==> config.mk <==
export PLATFORM = sky130hd
export DESIGN_NAME = gcm_gctr
export DESIGN_NICKNAME = d
export VERILOG_FILES = /design/src/rtl/gcm_gctr_pkg.sv /design/src/rtl/gcm_gctr_fifo.sv /design/src/rtl/gcm_gctr.sv
export SDC_FILE = /design/constraint.sdc
export NUM_CORES = 2
export LEC_CHECK = 0
export ABC_CLOCK_PERIOD_IN_PS = 32400
export CORE_AREA = 2 2 253 255
export DETAILED_ROUTE_END_ITERATION = 8
export DIE_AREA = 0 0 255 257
export PLACE_DENSITY = 0.77
export SETUP_SLACK_MARGIN = 0.1
export SLEW_MARGIN = 20
export SYNTH_ARGS = -nofsm -noshare
export SYNTH_HDL_FRONTEND = slang
export SYNTH_HIERARCHICAL = 1
export SYNTH_SLANG_ARGS = --single-unit
==> constraint.sdc <==
create_clock -name clk -period 32.4 [get_ports clk]
set_clock_uncertainty 0.2 [all_clocks]
set_input_delay 6.48 -clock clk [delete_from_list [all_inputs] [get_ports clk]]
set_output_delay 6.48 -clock clk [all_outputs]
set_load 0.05 [all_outputs]
==> src/rtl/gcm_gctr_pkg.sv <==
// Shared types and helpers for the GCTR engine: FSM states, counter increment
// and partial-block byte masking.
package gcm_gctr_pkg;

  typedef enum logic [2:0] {
    IDLE,
    KS_REQ,
    KS_WAIT,
    KS_READY,
    FLUSH
  } state_t;

  localparam int DEF_BLK_BITS = 128;
  localparam int BLK_BYTES    = DEF_BLK_BITS / 8;

  // Helpers work on a wide container so one definition serves any BLK_BITS up to this.
  localparam int MAX_BLK_BITS = 512;
  typedef logic [MAX_BLK_BITS-1:0] wide_t;

  function automatic wide_t ctr_inc(input wide_t ctr, input int inc_bits);
    wide_t m;
    m = '0;
    for (int i = 0; i < MAX_BLK_BITS; i++) m[i] = (i < inc_bits);
    return (ctr & ~m) | ((ctr + wide_t'(1)) & m);
  endfunction

  // Byte 0 sits in the top byte of the block; zero or oversized counts mean a full block.
  function automatic wide_t byte_mask(input int nbytes, input int blk_bytes);
    wide_t m;
    int    n;
    m = '0;
    n = (nbytes == 0 || nbytes > blk_bytes) ? blk_bytes : nbytes;
    for (int b = 0; b < MAX_BLK_BITS / 8; b++)
      if (b < n) m[(blk_bytes - 1 - b) * 8 +: 8] = 8'hff;
    return m;
  endfunction

endpackage

==> src/rtl/gcm_gctr_fifo.sv <==
// Small synchronous FIFO holding {result block, last flag}; registered storage,
// first word visible one cycle after the push.
module gcm_gctr_fifo #(
  parameter int WIDTH = 129,
  parameter int DEPTH = 2
) (
  input  logic             clk,
  input  logic             reset,
  input  logic             push,
  input  logic [WIDTH-1:0] din,
  input  logic             pop,
  output logic [WIDTH-1:0] dout,
  output logic             full,
  output logic             empty
);

  localparam int AW = $clog2(DEPTH);
  localparam logic [AW-1:0] PTR_ONE  = AW'(1);
  localparam logic [AW:0]   CNT_ONE  = (AW + 1)'(1);
  localparam logic [AW:0]   CNT_FULL = (AW + 1)'(DEPTH);

  logic [WIDTH-1:0] mem_q [DEPTH];
  logic [WIDTH-1:0] mem_d [DEPTH];
  logic [AW-1:0]    wr_ptr_q, wr_ptr_d, rd_ptr_q, rd_ptr_d;
  logic [AW:0]      count_q, count_d;
  logic             do_push, do_pop;

  assign full    = (count_q == CNT_FULL);
  assign empty   = (count_q == '0);
  assign do_push = push && !full;
  assign do_pop  = pop && !empty;
  assign dout    = mem_q[rd_ptr_q];

  always_comb begin
    mem_d    = mem_q;
    wr_ptr_d = wr_ptr_q;
    rd_ptr_d = rd_ptr_q;
    count_d  = count_q;
    if (do_push) begin
      mem_d[wr_ptr_q] = din;
      wr_ptr_d        = wr_ptr_q + PTR_ONE;
    end
    if (do_pop) rd_ptr_d = rd_ptr_q + PTR_ONE;
    unique case ({do_push, do_pop})
      2'b10:   count_d = count_q + CNT_ONE;
      2'b01:   count_d = count_q - CNT_ONE;
      default: count_d = count_q;
    endcase
  end

  always_ff @(posedge clk or posedge reset) begin
    if (reset) begin
      for (int i = 0; i < DEPTH; i++) mem_q[i] <= '0;
      wr_ptr_q <= '0;
      rd_ptr_q <= '0;
      count_q  <= '0;
    end else begin
      mem_q    <= mem_d;
      wr_ptr_q <= wr_ptr_d;
      rd_ptr_q <= rd_ptr_d;
      count_q  <= count_d;
    end
  end

endmodule

==> src/rtl/gcm_gctr.sv <==
// GCTR engine: walks the counter from the ICB, fetches one keystream block per
// data block from the shared AES core (prefetching the next), XORs and masks.
module gcm_gctr
  import gcm_gctr_pkg::*;
#(
  parameter int BLK_BITS  = 128,
  parameter int INC_BITS  = 32,
  parameter int OUT_DEPTH = 2
) (
  input  logic                            clk,
  input  logic                            reset,
  input  logic                            key_expanded,
  input  logic [BLK_BITS-1:0]             icb,
  input  logic                            icb_valid,
  output logic                            icb_ready,
  input  logic [BLK_BITS-1:0]             in_blk,
  input  logic [$clog2(BLK_BITS/8):0]     in_bytes,
  input  logic                            in_last,
  input  logic                            in_valid,
  output logic                            in_ready,
  output logic [BLK_BITS-1:0]             out_blk,
  output logic                            out_last,
  output logic                            out_valid,
  input  logic                            out_ready,
  output logic [BLK_BITS-1:0]             aes_alg_in_blk,
  output logic                            aes_alg_start,
  input  logic [BLK_BITS-1:0]             aes_alg_out_blk,
  input  logic                            aes_alg_done,
  output logic                            done
);

  localparam int NBYTES = BLK_BITS / 8;

  state_t              state_q, state_d;
  logic [BLK_BITS-1:0] ctr_q, ctr_d, ks_q, ks_d, aes_in_q, aes_in_d;
  logic [BLK_BITS-1:0] ctr_nxt, in_mask;
  logic                start_q, start_d, done_q, done_d;
  logic                fifo_full, fifo_empty, push, pop;
  logic [BLK_BITS:0]   fifo_din, fifo_dout;

  assign ctr_nxt  = BLK_BITS'(ctr_inc(wide_t'(ctr_q), INC_BITS));
  assign in_mask  = BLK_BITS'(byte_mask(int'(in_bytes), NBYTES));

  assign icb_ready = (state_q == IDLE);
  assign in_ready  = (state_q == KS_READY) && !fifo_full;
  assign push      = in_valid && in_ready;
  assign pop       = out_ready && !fifo_empty;
  assign fifo_din  = {(in_blk ^ ks_q) & in_mask, in_last};

  assign out_blk        = fifo_dout[BLK_BITS:1];
  assign out_last       = fifo_dout[0];
  assign out_valid      = !fifo_empty;
  assign aes_alg_start  = start_q;
  assign aes_alg_in_blk = aes_in_q;
  assign done           = done_q;

  // The start pulse is registered, so the request is issued on the same edge
  // the counter becomes known; KS_REQ only holds while the key schedule is not ready.
  always_comb begin
    state_d  = state_q;
    ctr_d    = ctr_q;
    ks_d     = ks_q;
    aes_in_d = aes_in_q;
    start_d  = 1'b0;
    done_d   = 1'b0;
    unique case (state_q)
      IDLE: begin
        if (icb_valid) begin
          ctr_d = icb;
          if (key_expanded) begin
            start_d  = 1'b1;
            aes_in_d = icb;
            state_d  = KS_WAIT;
          end else begin
            state_d = KS_REQ;
          end
        end
      end
      KS_REQ: begin
        if (key_expanded) begin
          start_d  = 1'b1;
          aes_in_d = ctr_q;
          state_d  = KS_WAIT;
        end
      end
      KS_WAIT: begin
        if (aes_alg_done) begin
          ks_d    = aes_alg_out_blk;
          state_d = KS_READY;
        end
      end
      KS_READY: begin
        if (push) begin
          if (in_last) begin
            state_d = FLUSH;
          end else begin
            ctr_d = ctr_nxt;
            if (key_expanded) begin
              start_d  = 1'b1;
              aes_in_d = ctr_nxt;
              state_d  = KS_WAIT;
            end else begin
              state_d = KS_REQ;
            end
          end
        end
      end
      FLUSH: begin
        if (pop && fifo_dout[0]) begin
          done_d  = 1'b1;
          state_d = IDLE;
        end
      end
      default: state_d = IDLE;
    endcase
  end

  always_ff @(posedge clk or posedge reset) begin
    if (reset) begin
      state_q  <= IDLE;
      ctr_q    <= '0;
      ks_q     <= '0;
      aes_in_q <= '0;
      start_q  <= 1'b0;
      done_q   <= 1'b0;
    end else begin
      state_q  <= state_d;
      ctr_q    <= ctr_d;
      ks_q     <= ks_d;
      aes_in_q <= aes_in_d;
      start_q  <= start_d;
      done_q   <= done_d;
    end
  end

  gcm_gctr_fifo #(
    .WIDTH(BLK_BITS + 1),
    .DEPTH(OUT_DEPTH)
  ) u_fifo (
    .clk  (clk),
    .reset(reset),
    .push (push),
    .din  (fifo_din),
    .pop  (pop),
    .dout (fifo_dout),
    .full (fifo_full),
    .empty(fifo_empty)
  );

endmodule

==> impl_metrics.json <==
{
  "dieWidth_microns": 255,
  "finalSetupViolations": 0,
  "drv_cap": 0,
  "ios": 659,
  "ant_nets": 0,
  "drt-pass1-iter-count": 7,
  "p_leak_nw": 16.6,
  "crit_start": "u_fifo/rd_ptr_q",
  "critPathCaptureType": "output port",
  "nFillCells": 4636,
  "r2r_end": "u_fifo/mem_q[69]",
  "crit_path_start_kind": "register",
  "dp_hpwl_mm": 63.5,
  "synth-seq-cells": 651,
  "initial_core_util_pct": 48.4,
  "drc": 0,
  "h-tree-depth": 3,
  "hold_ws_ps": 277,
  "cts_buffers": 71,
  "hold_violations": 0,
  "hold_path.class": "register to register",
  "num_rows": 92,
  "avgSynthCellArea_sq_um": 11.8,
  "synth_enable_flop_cells": 0,
  "hold_buffers": 0,
  "grt_first_pass_wirelength_mm": 138,
  "grt_setup_unrepaired": "no",
  "drtIter0Drc": 1640,
  "drive_gt1_share_pct": 24.5,
  "min_to": "aes_alg_in_blk[17]",
  "path_class": "register to output port",
  "max_freq_mhz": 95.2,
  "ys.warnings.count": 6,
  "hp-start": "aes_alg_in_blk[17]",
  "min_period_ps": 10500,
  "r2r-start": "state_q[0]",
  "slowest_delay_ps": 1030,
  "drv_slew": 0,
  "ff2ff_path_depth": 6,
  "coreArea_sq_mm": 0.0627,
  "cts_setup_buffers": 0,
  "peakVddDrop_mv": 0.125,
  "crit_required_ps": 25720,
  "wl_per_cell_microns": 22.3,
  "crit_chain": "buf_4, mux2_2, clkdlybuf4s50_1",
  "die_height_microns": 257,
  "clk_latency_ps": 610,
  "globalRouteOverflowTotal": 0,
  "final_nets": 3558,
  "critical_path.top_delay_family": "buffers and inverters",
  "powerDensity_mw_per_mm2": 119,
  "tightest_slew_ps": 1130,
  "setup_tns_ps": 0,
  "outcome": "completed",
  "syn_area_sq_mm": 0.0304,
  "cts_resized": 0,
  "cp.buffers_inverters": 2,
  "netlist_instances": 2570,
  "clock_sinks": 651,
  "synth-async-reset-ratio_pct": 100,
  "ys_types": 69,
  "grt_usage_pct": 27.1,
  "cts_tree": "done",
  "syn_nets": 2971,
  "path_clk_slew_ps": 60,
  "via_count": 22599,
  "cts_max_path_buffers": 3,
  "drt_wl_total_mm": 90.4,
  "slowest_stage": "dfrtp_4",
  "grt_pass1_vias": 23909,
  "cts_root_buffer": "clkbuf_16",
  "place_congestion": 0.878,
  "whs_path_depth": 2,
  "period_share_pct": 32.4,
  "critPathArrivalTime_ps": 3820,
  "path_max_fanout": 71,
  "syn_to_final_growth_pct": 31.0,
  "synthFlopType": "dfrtp_1",
  "vias_per_cell": 5.56,
  "relSlewSlack_pct": 24.1,
  "yosysSeqAreaShare_pct": 53.6,
  "die_area_sq_mm": 0.0655,
  "numPortBuffers": 658,
  "antenna_found_initial": 13,
  "grt_max_degree": 166,
  "r2r_setup_slack_ps": 27540
}
[layout by cell type (no fill, tap or decap), types with 21 or more instances in the layout]
master	n
buf_4	21
nor2_1	280
clkbuf_16	71
mux2_2	612
xnor2_1	138
dfrtp_1	650
nand2_1	259
nand4_1	21
a31oi_1	113
nand3_1	22
clkdlybuf4s50_1	658
a21oi_1	56
o21ai_0	36
[flip-flops by register name, indices dropped and copies added, names as in the netlist]
name,cells
done,1
aes_alg_in_blk,128
ctr_q,128
u_fifo/rd_ptr_q,1
u_fifo/wr_ptr_q,1
state_q,3
u_fifo/mem_q,258
ks_q,128
aes_alg_start,1
u_fifo/count_q,2
[through the flow]
step	util (%)	setup slack, ps	cells	power, mW	instance area (sq um)
floorplan	-	14910	2570	3.13	30400
global placement	59.5	22220	3930	3.81	37300
detailed placement	59.5	22100	3930	3.89	37300
CTS	63.4	21840	4058	4.75	39800
global route	63.4	21750	4060	4.96	39800
finish	63.4	21900	4062	4.73	39800
[synth_stat cells (3+ instances only)]
cell type | number | area, sq um
a211oi_1 | 4 | 30.0
clkbuf_8 | 7 | 96.3
o22ai_1 | 13 | 81.3
and2_1 | 5 | 31.3
o211ai_1 | 5 | 37.5
buf_2 | 41 | 205
mux2_2 | 612 | 6890
a2bb2oi_1 | 11 | 96.3
nor3_1 | 16 | 80.1
ha_1 | 4 | 50.1
xnor2_1 | 138 | 1210
nand2_1 | 259 | 972
nor4_1 | 9 | 56.3
o21a_1 | 7 | 52.6
or4_1 | 3 | 22.5
buf_4 | 14 | 105
o21ai_0 | 36 | 180
a41oi_1 | 3 | 26.3
and3_1 | 15 | 93.8
nand3_1 | 22 | 110
o22a_1 | 12 | 105
clkbuf_1 | 80 | 300
nor2b_1 | 5 | 31.3
nor2_1 | 281 | 1050
dfrtp_1 | 651 | 16300
a31oi_1 | 114 | 713
o311ai_0 | 5 | 43.8
a21oi_1 | 57 | 285
nand4_1 | 21 | 131
a31o_2 | 6 | 52.6
buf_1 | 7 | 26.3
buf_6 | 14 | 158
nand2b_1 | 4 | 25.0
o31a_1 | 3 | 26.3
o31ai_1 | 12 | 90.1
mux2i_1 | 4 | 40.0
inv_1 | 17 | 63.8
xor2_1 | 4 | 35.0
and4_1 | 10 | 87.6
[how the worst max path moves through the flow]
stage	end	slack, ps	cells after the start
after floorplan	aes_alg_in_blk[0]	14910	1
after global placement	u_fifo/mem_q[250]	22220	9
after detailed placement	u_fifo/mem_q[126]	22100	9
after CTS	out_blk[69]	21840	3
after global routing	out_blk[34]	21750	3
final	out_blk[69]	21900	3
[worst register-to-register path, delay by kind of cell (launching register included)]
family | cells | cell delay (ps)
simple gates | 4 | 2410
buf+inv | 1 | 920
flops | 1 | 710
mux | 1 | 490
[cell families after synthesis]
logic type | after synthesis | synth area share [%]
AND/OR/NAND/NOR | 667 | 9.50
flip-flops | 651 | 53.6
multiplexers | 616 | 22.8
AO/OA/AOI/OAI | 304 | 6.45
buffers and inverters | 186 | 3.35
XOR/XNOR | 142 | 4.09
adder cells (fa/ha/maj) | 4 | 0.165
[report_power, final]
group	switching [mW]	internal, mW
Clock	0.343	0.496
Sequential	0.274	1.21
Combinational	1.45	0.963
[layer usage]
layer	wire, microns	vias up	share of wire (%)	global-route usage (%)
met5	100	-	0.11	0
met4	4380	16	4.8	13.0
met3	8720	210	9.6	9.14
met2	43100	872	48	44.6
met1	34100	11325	38	31.6
li1	-	10176	-	-
[area by class of cell]
class	count	area (sq um)	area share, %
clock inverters	32	414	1.04
flip-flops and latches	651	16300	41.0
well taps	846	1060	2.66
clock buffers	96	2010	5.05
diodes	4	10.0	0.0252
inverters	19	91.3	0.230
repair buffers	681	6780	17.0
multi-input cells	1733	13100	33.0
(Power assumes the default switching activity.)
